[config.mk]
export PLATFORM = sky130hd
export DESIGN_NAME = hsstl_rst4mcrsw_rx_lane_init_fsm
export DESIGN_NICKNAME = d
export VERILOG_FILES = /design/src/rtl/hsstl_rst4mcrsw_pkg.sv /design/src/rtl/hsstl_rst4mcrsw_sync_v1_0.sv /design/src/rtl/hsstl_rst4mcrsw_rx_lane_init_fsm.sv
export SDC_FILE = /design/constraint.sdc
export NUM_CORES = 1
export LEC_CHECK = 0
export ABC_CLOCK_PERIOD_IN_PS = 7900
export CAP_MARGIN = 10
export CORE_ASPECT_RATIO = 0.8
export CORE_UTILIZATION = 35
export CTS_BUF_LIST = sky130_fd_sc_hd__clkbuf_4 sky130_fd_sc_hd__clkbuf_8
export CTS_CLUSTER_DIAMETER = 120
export DETAILED_ROUTE_END_ITERATION = 10
export PLACE_DENSITY = 0.63
export SLEW_MARGIN = 40
export SYNTH_ARGS = -nofsm -noshare
export SYNTH_HDL_FRONTEND = slang
export SYNTH_HIERARCHICAL = 1
export SYNTH_SLANG_ARGS = --single-unit
[constraint.sdc]
create_clock -name clk -period 7.9 [get_ports clk]
set_input_delay 2.37 -clock clk [delete_from_list [all_inputs] [get_ports clk]]
set_output_delay 2.37 -clock clk [all_outputs]
set_load 0.02 [all_outputs]
[src/rtl/hsstl_rst4mcrsw_pkg.sv]
`default_nettype none
// ============================================================================
// Module      : hsstl_rst4mcrsw_pkg
// Description : Shared state codes, default cycle constants and output-decode
//               helpers for the multi-lane RX reset controller.
// Revision    : 1.0 - initial release
// ============================================================================
package hsstl_rst4mcrsw_pkg;

    // Per-lane init FSM state codes (visible on the lane_fsm debug port)
    localparam logic [2:0] C_ST_IDLE       = 3'd0;
    localparam logic [2:0] C_ST_PMA_RST    = 3'd1;
    localparam logic [2:0] C_ST_CDR_WAIT   = 3'd2;
    localparam logic [2:0] C_ST_PCS_RST    = 3'd3;
    localparam logic [2:0] C_ST_ALIGN_WAIT = 3'd4;
    localparam logic [2:0] C_ST_DONE       = 3'd5;

    typedef enum logic [2:0] {
        S_IDLE       = C_ST_IDLE,
        S_PMA_RST    = C_ST_PMA_RST,
        S_CDR_WAIT   = C_ST_CDR_WAIT,
        S_PCS_RST    = C_ST_PCS_RST,
        S_ALIGN_WAIT = C_ST_ALIGN_WAIT,
        S_DONE       = C_ST_DONE
    } lane_state_e;

    // Default cycle constants for silicon
    localparam int unsigned C_PMA_RST_CYCLES = 64;
    localparam int unsigned C_CDR_LOCK_HOLD  = 2048;
    localparam int unsigned C_CDR_TIMEOUT    = 65535;
    localparam int unsigned C_PCS_RST_CYCLES = 32;
    localparam int unsigned C_ALIGN_TIMEOUT  = 4095;
    localparam int unsigned C_CNTR_WIDTH     = 16;

    // Reduced CDR constants for accelerated simulation (SPEEDUP_SIM builds)
    localparam int unsigned C_SIM_CDR_LOCK_HOLD = 64;
    localparam int unsigned C_SIM_CDR_TIMEOUT   = 1024;

    // PMA RX reset is held only while the PMA itself is being reset or idle
    function automatic logic pma_rst_for(input lane_state_e s);
        return (s == S_IDLE) || (s == S_PMA_RST);
    endfunction

    // PCS RX reset is held until the PCS reset pulse has completed
    function automatic logic pcs_rst_for(input lane_state_e s);
        return (s == S_IDLE) || (s == S_PMA_RST) ||
               (s == S_CDR_WAIT) || (s == S_PCS_RST);
    endfunction

endpackage
`default_nettype wire

[src/rtl/hsstl_rst4mcrsw_sync_v1_0.sv]
`default_nettype none
// ============================================================================
// Module      : hsstl_rst4mcrsw_sync_v1_0
// Description : Two-flop synchroniser for a single asynchronous status bit,
//               synchronous active-low reset to 0.
// Revision    : 1.0 - initial release
// ============================================================================
module hsstl_rst4mcrsw_sync_v1_0 (
    input  logic clk,
    input  logic rst_n,
    input  logic i_async,
    output logic o_sync
);

    logic meta_q;
    logic sync_q;

    // Two-stage capture of the asynchronous input into the clk domain
    always_ff @(posedge clk) begin
        if (!rst_n) begin
            meta_q <= 1'b0;
            sync_q <= 1'b0;
        end else begin
            meta_q <= i_async;
            sync_q <= meta_q;
        end
    end

    assign o_sync = sync_q;

endmodule
`default_nettype wire

[src/rtl/hsstl_rst4mcrsw_rx_lane_init_fsm.sv]
`default_nettype none
// ============================================================================
// Module      : hsstl_rst4mcrsw_rx_lane_init_fsm
// Description : Per-lane RX initialisation FSM. Sequences PMA RX reset, CDR
//               lock qualification, PCS RX reset and word-alignment wait, and
//               reports init_done to the multi-lane RX reset main FSM.
// Revision    : 1.0 - initial release
// ============================================================================
module hsstl_rst4mcrsw_rx_lane_init_fsm
    import hsstl_rst4mcrsw_pkg::*;
#(
    parameter int unsigned PMA_RST_CYCLES = C_PMA_RST_CYCLES,
    parameter int unsigned CDR_LOCK_HOLD  = C_CDR_LOCK_HOLD,
    parameter int unsigned CDR_TIMEOUT    = C_CDR_TIMEOUT,
    parameter int unsigned PCS_RST_CYCLES = C_PCS_RST_CYCLES,
    parameter int unsigned ALIGN_TIMEOUT  = C_ALIGN_TIMEOUT,
    parameter int unsigned CNTR_WIDTH     = C_CNTR_WIDTH
) (
    input  logic       clk,
    input  logic       rst_n,
    input  logic       lane_powerup,
    input  logic       main_rst_align,
    input  logic       main_pll_loss_rst,
    input  logic       loss_of_signal,
    input  logic       cdr_lock,
    input  logic       word_align_done,
    output logic       P_RX_PMA_RST,
    output logic       P_PCS_RX_RST,
    output logic       init_done,
    output logic [2:0] lane_fsm
);

    // Terminal counter values; counters compare against these directly
    localparam logic [CNTR_WIDTH-1:0] C_PMA_LAST  = CNTR_WIDTH'(PMA_RST_CYCLES - 1);
    localparam logic [CNTR_WIDTH-1:0] C_LOCK_LAST = CNTR_WIDTH'(CDR_LOCK_HOLD - 1);
    localparam logic [CNTR_WIDTH-1:0] C_CDR_TMO   = CNTR_WIDTH'(CDR_TIMEOUT);
    localparam logic [CNTR_WIDTH-1:0] C_PCS_LAST  = CNTR_WIDTH'(PCS_RST_CYCLES - 1);
    localparam logic [CNTR_WIDTH-1:0] C_ALIGN_TMO = CNTR_WIDTH'(ALIGN_TIMEOUT);
    localparam logic [CNTR_WIDTH-1:0] C_CNT_MAX   = {CNTR_WIDTH{1'b1}};

    logic w_los_s;
    logic w_lock_s;
    logic w_align_s;

    lane_state_e            state_q, state_d;
    logic [CNTR_WIDTH-1:0]  cnt_q, cnt_d;
    logic [CNTR_WIDTH-1:0]  tmo_q, tmo_d;
    logic [CNTR_WIDTH-1:0]  w_cnt_inc;
    logic [CNTR_WIDTH-1:0]  w_tmo_inc;
    logic                   pma_rst_q;
    logic                   pcs_rst_q;
    logic                   init_done_q;

    hsstl_rst4mcrsw_sync_v1_0 u_sync_los (
        .clk     (clk),
        .rst_n   (rst_n),
        .i_async (loss_of_signal),
        .o_sync  (w_los_s)
    );

    hsstl_rst4mcrsw_sync_v1_0 u_sync_lock (
        .clk     (clk),
        .rst_n   (rst_n),
        .i_async (cdr_lock),
        .o_sync  (w_lock_s)
    );

    hsstl_rst4mcrsw_sync_v1_0 u_sync_align (
        .clk     (clk),
        .rst_n   (rst_n),
        .i_async (word_align_done),
        .o_sync  (w_align_s)
    );

    // Next-state and counter logic: global exits override normal progression
    always_comb begin
        state_d   = state_q;
        cnt_d     = cnt_q;
        tmo_d     = tmo_q;
        w_cnt_inc = (cnt_q == C_CNT_MAX) ? cnt_q : cnt_q + 1'b1;
        w_tmo_inc = (tmo_q == C_CNT_MAX) ? tmo_q : tmo_q + 1'b1;

        if (!lane_powerup) begin
            state_d = S_IDLE;
        end else if (w_los_s && (state_q != S_IDLE)) begin
            state_d = S_IDLE;
        end else if (main_pll_loss_rst &&
                     (state_q inside {S_CDR_WAIT, S_PCS_RST, S_ALIGN_WAIT, S_DONE})) begin
            state_d = S_PMA_RST;
        end else if (!w_lock_s &&
                     (state_q inside {S_PCS_RST, S_ALIGN_WAIT, S_DONE})) begin
            state_d = S_PMA_RST;
        end else if (main_rst_align && (state_q inside {S_ALIGN_WAIT, S_DONE})) begin
            state_d = S_PCS_RST;
        end else begin
            case (state_q)
                S_IDLE: begin
                    if (!w_los_s) state_d = S_PMA_RST;
                end
                S_PMA_RST: begin
                    if (cnt_q == C_PMA_LAST) state_d = S_CDR_WAIT;
                    else                     cnt_d   = w_cnt_inc;
                end
                S_CDR_WAIT: begin
                    // Lock acceptance wins over the timeout in the same cycle
                    if (cnt_q == C_LOCK_LAST) begin
                        state_d = S_PCS_RST;
                    end else if (tmo_q == C_CDR_TMO) begin
                        state_d = S_PMA_RST;
                    end else begin
                        cnt_d = w_lock_s ? w_cnt_inc : '0;
                        tmo_d = w_tmo_inc;
                    end
                end
                S_PCS_RST: begin
                    if (cnt_q == C_PCS_LAST) state_d = S_ALIGN_WAIT;
                    else                     cnt_d   = w_cnt_inc;
                end
                S_ALIGN_WAIT: begin
                    if (w_align_s)                 state_d = S_DONE;
                    else if (cnt_q == C_ALIGN_TMO) state_d = S_PCS_RST;
                    else                           cnt_d   = w_cnt_inc;
                end
                S_DONE: begin
                    state_d = S_DONE;
                end
                default: begin
                    state_d = S_IDLE;
                end
            endcase
        end

        // Any state change restarts both counters
        if (state_d != state_q) begin
            cnt_d = '0;
            tmo_d = '0;
        end
    end

    // State, counters and outputs registered together so outputs track state
    always_ff @(posedge clk) begin
        if (!rst_n) begin
            state_q     <= S_IDLE;
            cnt_q       <= '0;
            tmo_q       <= '0;
            pma_rst_q   <= 1'b1;
            pcs_rst_q   <= 1'b1;
            init_done_q <= 1'b0;
        end else begin
            state_q     <= state_d;
            cnt_q       <= cnt_d;
            tmo_q       <= tmo_d;
            pma_rst_q   <= pma_rst_for(state_d);
            pcs_rst_q   <= pcs_rst_for(state_d);
            init_done_q <= (state_d == S_DONE);
        end
    end

    assign P_RX_PMA_RST = pma_rst_q;
    assign P_PCS_RX_RST = pcs_rst_q;
    assign init_done    = init_done_q;
    assign lane_fsm     = state_q;

endmodule
`default_nettype wire
# Word level (Yosys, flattened, before mapping)
# Index checks and enable logic that the tools add are counted.
# word_totals
ff_bits	44
inputBits	8
output_inout_bits	6
word_cells	83
# classes
addsub	2
eq_ne	22
muxes	22
bitwise_logic	7
n_reduce_logical	18
# op_table
op	n
$mux W16	8
$pmux W16 S4	1
$mux W3	12
$add A16 B1 Y16 const B	2
$eq A16 B16 Y1 const B	2
$pmux W3 S6	1
$eq A16 B11 Y1 const B	1
$eq A16 B12 Y1 const B	1
$eq A16 B5 Y1 const B	1
$eq A16 B6 Y1 const B	1
$eq A3 B2 Y1 const B	4
$ne A2 B2 Y1 const B	6
$reduce_and A12 Y1	1
$eq A3 B3 Y1 const B	3
$reduce_and A8 Y1	1
$reduce_bool A4 Y1	2
$not A1 Y1	7
$eq A3 B1 Y1 const B	2
$logic_not A3 Y1	2
$reduce_bool A3 Y1	2
$logic_and A1 B1 Y1	4
$logic_or A1 B1 Y1	3
$ne A3 B3 Y1	1
$reduce_bool A2 Y1	1
2 further kinds	2

# Longest topological paths before layout
# Gate-level depths: netlist (run 1).
# logic_depth
ltp_word	13
depth_mapped	10
ltp_nobuf	8

# Hierarchy
# Netlist (run 1), hierarchy kept.
# modules_own_cells
mod	n_inst	cells_each	area_per_inst_um2	seq_area_each_um2
hsstl_rst4mcrsw_rx_lane_init_fsm	1	282	2273.4	760.7
hsstl_rst4mcrsw_sync_v1_0	3	4	52.6	40.0

# Worst setup path before layout (run 1)
# Ideal clock, no wire load.
# synth_path
path_type	input-to-reg
from	input main_pll_loss_rst
to	register tmo_q[3]
arrival_ns	4.094
setup_slack_ns	3.687
cell_stages	7
path_cell_list	or3b_1 -> o211a_2 -> or4_1 -> clkbuf_1 -> or3_1 -> xor2_1 -> nor2_1
# synth_between
elab_chain_len	6
elab_cells_between_ends	8
classes_between	eq/ne (1); mux (3); bitwise (1); reduce/logical (3)
# synth_lines
element	line_no	rtl
start, declared	hsstl_rst4mcrsw_rx_lane_init_fsm.sv:23	input logic main_pll_loss_rst,
$logic_and A1 B1 Y1 *	hsstl_rst4mcrsw_rx_lane_init_fsm.sv:87	end else if (main_pll_loss_rst &&
$mux W3	hsstl_rst4mcrsw_rx_lane_init_fsm.sv:87	
$mux W3	hsstl_rst4mcrsw_rx_lane_init_fsm.sv:85	end else if (w_los_s && (state_q != S_IDLE)) begin
$mux W3	hsstl_rst4mcrsw_rx_lane_init_fsm.sv:83	if (!lane_powerup) begin
$ne A3 B3 Y1	hsstl_rst4mcrsw_rx_lane_init_fsm.sv:134	if (state_d != state_q) begin
$reduce_or A2 Y1 (no line)	-	
end signal, assigned	hsstl_rst4mcrsw_rx_lane_init_fsm.sv:152	tmo_q <= tmo_d;
end, declared	hsstl_rst4mcrsw_rx_lane_init_fsm.sv:47	logic [CNTR_WIDTH-1:0] tmo_q, tmo_d;
# Mark *: on every way between the ends. The rest lies on a longest branch, timed or not.
# A chain may end at the register's enable or synchronous reset.

# Worst setup path after layout (run 1)
# layout_path
from	input main_pll_loss_rst
to	register cnt_q[8]
# layout_between
elab_chain_len	6
elab_cells_between_ends	8
classes_between	eq/ne (1); mux (3); bitwise (1); reduce/logical (3)
# layout_lines
element	line_no	rtl
$logic_and A1 B1 Y1 *	hsstl_rst4mcrsw_rx_lane_init_fsm.sv:87	
$mux W3	hsstl_rst4mcrsw_rx_lane_init_fsm.sv:87	
$mux W3	hsstl_rst4mcrsw_rx_lane_init_fsm.sv:85	
$mux W3	hsstl_rst4mcrsw_rx_lane_init_fsm.sv:83	
$ne A3 B3 Y1	hsstl_rst4mcrsw_rx_lane_init_fsm.sv:134	
$reduce_or A2 Y1 (no line)	-	
end signal, assigned	hsstl_rst4mcrsw_rx_lane_init_fsm.sv:151	cnt_q <= cnt_d;
end, declared	hsstl_rst4mcrsw_rx_lane_init_fsm.sv:46	logic [CNTR_WIDTH-1:0] cnt_q, cnt_d;
# Marks and branches as above.

==> impl_metrics.toml, run 1 <==
[synth]
synth_ff_type = "dfxtp_1"
ys_seq_area_frac = 0.362
avgSynthCellArea_um2 = 8.27
synth_edf_count = 0
synth.top_cell.area_share = 0.362
synthCells = 294
synth_top_area_cell = "dfxtp_1"
yosysWarningCount = 6
synth.area.top_cells = "dfxtp_1 36%, xnor2_1 6.5%, nor2_1 5.9%"
synthesis.nets = 304
netlist_area_um2 = 2430
ys_ff_latch = 44
async_reset_ff_frac = 0
synth_cell_types = 53

[detailed_routing]
drc = 0
wl_per_cell_um = 14.0
drt-vias-per-instance = 5.45
drtIter0Drc = 135
vias = 2127
ant_nets = 0
wirelength_um = 5450
drt_first_pass_iters = 4

[cells_and_area]
register_area_um2 = 881
fin_nets = 315
n_antenna_cell = 0
multiInputGateArea_um2 = 1480
final_layout_size_suffix_gt1_frac = 0.0784
final_common_cell = "dfxtp_1"
finalNonFillerCells = 390
most-common-layout-cells = "44 x dfxtp_1, 38 x nor2_1, 26 x nor3_1"
fillers = 662
area_growth_pct = 13.7

[global_route]
grt_pass1_vias = 1936
grt_pass1_wl_um = 9200
grt_start_max_net_pins = 21
antenna_found_initial = 0
overflow = 0
grt_usage = 0.159

[critical_path]
critPathKind = "input port to flop"
slowest_delay_ns = 0.50
r2r_cells = 7
critPathLaunchType = "input port"
critical_path_arrival_ns = 4.93
cp.depth = 8
worstReg2RegStart = "lane_fsm[2]"
cp.required_ns = 8.08
critical_path.slowest_cell = "nand4_1"
crit_family = "simple AND/OR/NAND/NOR gates"
cp-end-kind = "flop"
cp_cell_sequence = "clkdlybuf4s50_1, or3b_1, o211a_2, a2111oi_4, nand4_1, nor4_1, xnor2_1, nor3_1"
cp_max_fo = 13
startpoint = "main_pll_loss_rst"
critical_path_buf_inv_count = 1

[timing]
rsz0062_at_grt = "no"
final-hold-violation-count = 0
max_freq_mhz = 211
slew_headroom = 0.451
clock_skew_ns = 0.00924
report.final.slew_viol_count = 0
tightest_slew_ns = 0.816
post-route-period-util = 0.601
setup_tns_ns = 0
min_period_ns = 4.75
setup_viol = 0

[clock_tree]
clk_latency_ns = 0.30
cts_buffer_depth = 2
ctsHtreeMaxLevel = 2
cts.hold.buffers_added = 0
clock-sinks = 44
cts_setup_buffers = 0
cts_tree = "built"
clk_pin_slew_ns = 0.09
cts_root_buffer = "clkbuf_8"
cts_buffers = 5
cts_resized = 0

[placement]
place_congestion = 0.852
dp_hpwl_um = 4060
dp_cells = 382
io_buffers = 13

[power_and_ir_drop]
p_leak_nw = 0.849
power_mw = 0.431
p_per_area_nw_per_um2 = 156
peakVddDrop_mv = 0.0794

[floorplan]
num_io_pins = 14
row_count = 26
dieHeight_um = 76.5
start_util = 0.372
core_area_um2 = 6540
dieWidth_um = 95.2
die_area_um2 = 7290

[flow_run]
max_cap_viol_count = 0

[min_path]
min_path_type = "flop to flop"
hold_path_depth = 1
worstHoldStart = "u_sync_los/meta_q"

[status]
outcome = "complete, no violations"
[worst paths after layout]
kind | end | slack [ns]
max | cnt_q[8] | 3.15
min | u_sync_los/o_sync | 0.44
max reg2reg | cnt_q[8] | 4.78
min reg2reg | u_sync_los/o_sync | 0.44
[power breakdown]
part	switching, mW	internal [mW]
Sequential	0.00262	0.224
Clock	0.0840	0.0953
Combinational	0.0151	0.0102
[per-stage QoR]
step                      hold slack [ns]   util  cell area, um^2  worst slack, ns
after floorplan                     0.412      -             2430             3.69
after global placement              0.417  0.402             2630             2.86
after detailed placement            0.419  0.402             2630             2.81
after CTS                           0.441  0.419             2740             3.14
after global routing                0.462  0.423             2760             2.99
final                               0.441  0.423             2760             3.15
[logic make-up (layout without fill, tap and decap cells)]
family,count (synthesis),after routing,synth area share
mux,1,1,0.00412
flops,44,44,0.362
compound gates,46,46,0.147
fa+ha+maj,2,2,0.0103
buf+inv,20,32,0.0365
xor+xnor,25,25,0.0901
simple gates,156,156,0.349
[layout make-up]
type	instances	area share
Clock buffer	5	0.0249
Sequential cell	44	0.319
Inverter	9	0.0122
Clock inverter	3	0.0167
Multi-Input combinational cell	230	0.537
Tap cell	84	0.0380
Timing Repair Buffer	15	0.0525
[flip-flops by register name, indices dropped and copies added, names as in the netlist]
| register | cells |
|---|---|
| lane_fsm | 3 |
| P_PCS_RX_RST | 1 |
| init_done | 1 |
| u_sync_align/meta_q | 1 |
| u_sync_lock/meta_q | 1 |
| P_RX_PMA_RST | 1 |
| u_sync_los/o_sync | 1 |
| cnt_q | 16 |
| u_sync_lock/o_sync | 1 |
| u_sync_los/meta_q | 1 |
| tmo_q | 16 |
| u_sync_align/o_sync | 1 |
[Yosys cell counts (2+ instances only)]
library cell	number
a31oi_1	5
nand3_1	12
nor4_1	9
inv_1	9
xor2_1	7
nand4_1	13
and2_1	9
a2111oi_4	2
buf_2	5
nor3b_1	3
or3_1	4
nor4_2	2
nor3_1	26
and4_1	2
nand3b_1	2
o21ai_0	8
o41ai_1	2
nand2b_1	2
ha_1	2
a21boi_0	2
a21oi_1	10
xnor2_1	18
clkbuf_1	5
nor4b_1	2
or4_1	2
nor3_2	2
dfxtp_1	44
and3_1	5
nand2_1	18
o22ai_1	2
nor2_1	38
[per-layer routing]
metal  track usage  wire length [um]
met5             0                 0
met4        0.0379                39
met3        0.0399               271
met2         0.229              2270
met1         0.234              2870
Power figures use the tool's default switching activity.
==> run 2, diff against run 1 <==
- ABC_CLOCK_PERIOD_IN_PS: 7900 -> 4500
- clock period: 7.9 -> 4.5 ns (I/O delays scaled with it)
==> run 2 against run 1 <==
  * Non-clock buffer count grew 4
  * Register-to-register slack lost 3.2 ns
  * Critical path depth is the same
  * First-iteration DRC count grew 10%
  * Via count grew 4.3%
  * Clock power grew 74%
  * Utilization grew 0.11 points
  * Sequential power grew 76%
  * Count of clock-buffer cells in the layout is the same
  * Combinational power grew 77%
  * Final cell count grew 1.0%
  * Final area grew 0.27%
==> impl_metrics.toml, run 2 (synthesis results as in run 1) <==
[status]
outcome = "complete, no violations"

[timing]
min_period_ns = 3.52
rsz0062_at_grt = "no"
clock_skew_ns = 0.00408
post-route-period-util = 0.783
final-hold-violation-count = 0
max_freq_mhz = 284
tightest_slew_ns = 0.659
setup_tns_ns = 0
report.final.slew_viol_count = 0
slew_headroom = 0.557
setup_viol = 0

[clock_tree]
cts_resized = 0
clock-sinks = 44
ctsHtreeMaxLevel = 2
cts_root_buffer = "clkbuf_8"
clk_latency_ns = 0.30
cts.hold.buffers_added = 0
cts_buffer_depth = 2
cts_buffers = 5
cts_tree = "built"
clk_pin_slew_ns = 0.08
cts_setup_buffers = 0

[critical_path]
cp_cell_sequence = "clkdlybuf4s50_1, or3b_1, o211a_2, a2111oi_4, nand2_1, a2111oi_1, xnor2_1, nor3_1"
critPathLaunchType = "input port"
critical_path.slowest_cell = "a2111oi_1"
cp_max_fo = 5
critical_path_arrival_ns = 3.75
crit_family = "compound AO/OA/AOI/OAI gates"
slowest_delay_ns = 0.47
cp.required_ns = 4.73
cp-end-kind = "flop"
critical_path_buf_inv_count = 1
critPathKind = "input port to flop"

[cells_and_area]
n_antenna_cell = 0
final_common_cell = "dfxtp_1"
most-common-layout-cells = "44 x dfxtp_1, 38 x nor2_1, 26 x nor3_1"
final_layout_size_suffix_gt1_frac = 0.0871
fillers = 654
final_util = 0.424
fin_nets = 319
fin_area_um2 = 2770
area_growth_pct = 14.0

[detailed_routing]
drc = 0
wl_per_cell_um = 13.9
drt-vias-per-instance = 5.63
wirelength_um = 5480
vias = 2218
ant_nets = 0
drt_first_pass_iters = 5
drtIter0Drc = 149

[flow_run]
max_cap_viol_count = 0

[global_route]
grt_pass1_vias = 1970
antenna_found_initial = 0
overflow = 0
grt_start_max_net_pins = 21
grt_pass1_wl_um = 9230
grt_usage = 0.158

[placement]
place_congestion = 0.876
dp_hpwl_um = 3900
place_area_um2 = 2660
io_buffers = 13

[power_and_ir_drop]
p_int_mw = 0.579
switching_share = 0.232
p_per_area_nw_per_um2 = 272
switchingPower_mw = 0.175
clockPowerShare = 0.414
peakVddDrop_mv = 0.178
combPwrFrac = 0.059
seqPwrFrac = 0.527
power_mw = 0.753
p_leak_nw = 0.864

[floorplan]
num_io_pins = 14
dieWidth_um = 95.2
row_count = 26
core_area_um2 = 6540
dieHeight_um = 76.5
start_util = 0.372
die_area_um2 = 7290

[min_path]
min_path_type = "flop to flop"
## run 2: per-stage QoR
step | hold slack, ns | std cells | setup slack (ns)
detailed placement | 0.421 | 386 | 0.690
global placement | 0.417 | 386 | 0.764
finish | 0.438 | 394 | 0.978
global route | 0.464 | 394 | 0.811
floorplan | 0.412 | 294 | 1.31
CTS | 0.444 | 394 | 1.02
## run 2: power by group through the flow
stage	logic [mW]	registers, mW	clock network, mW
after global placement	0.0440	0.406	0
after floorplan	0.0296	0.405	0
after detailed placement	0.0446	0.406	0
final	0.0448	0.397	0.312
after global routing	0.0490	0.398	0.337
after CTS	0.0447	0.397	0.322
## run 2: worst paths after layout
check | from | to | slack [ns] | cells past startpoint
setup / recovery | main_pll_loss_rst | cnt_q[11] | 0.98 | 8
hold / removal | u_sync_los/meta_q | u_sync_los/o_sync | 0.44 | 1
setup reg to reg | lane_fsm[2] | cnt_q[11] | 1.59 | 7
hold reg to reg | u_sync_los/meta_q | u_sync_los/o_sync | 0.44 | 1
## run 2: metal layers
metal	routed length, um	track usage
met5	0	0
met4	32	0.0530
met3	282	0.0369
met2	2330	0.228
met1	2830	0.228
## run 2: cell type report
class,instances,area (um^2),area share
Multi-Input combinational cell,230,1460,0.527
Sequential cell,44,881,0.318
Timing Repair Buffer,19,175,0.0632
Tap cell,84,105,0.0379
Clock buffer,5,68.8,0.0248
Clock inverter,3,46.3,0.0167
Inverter,9,33.8,0.0122
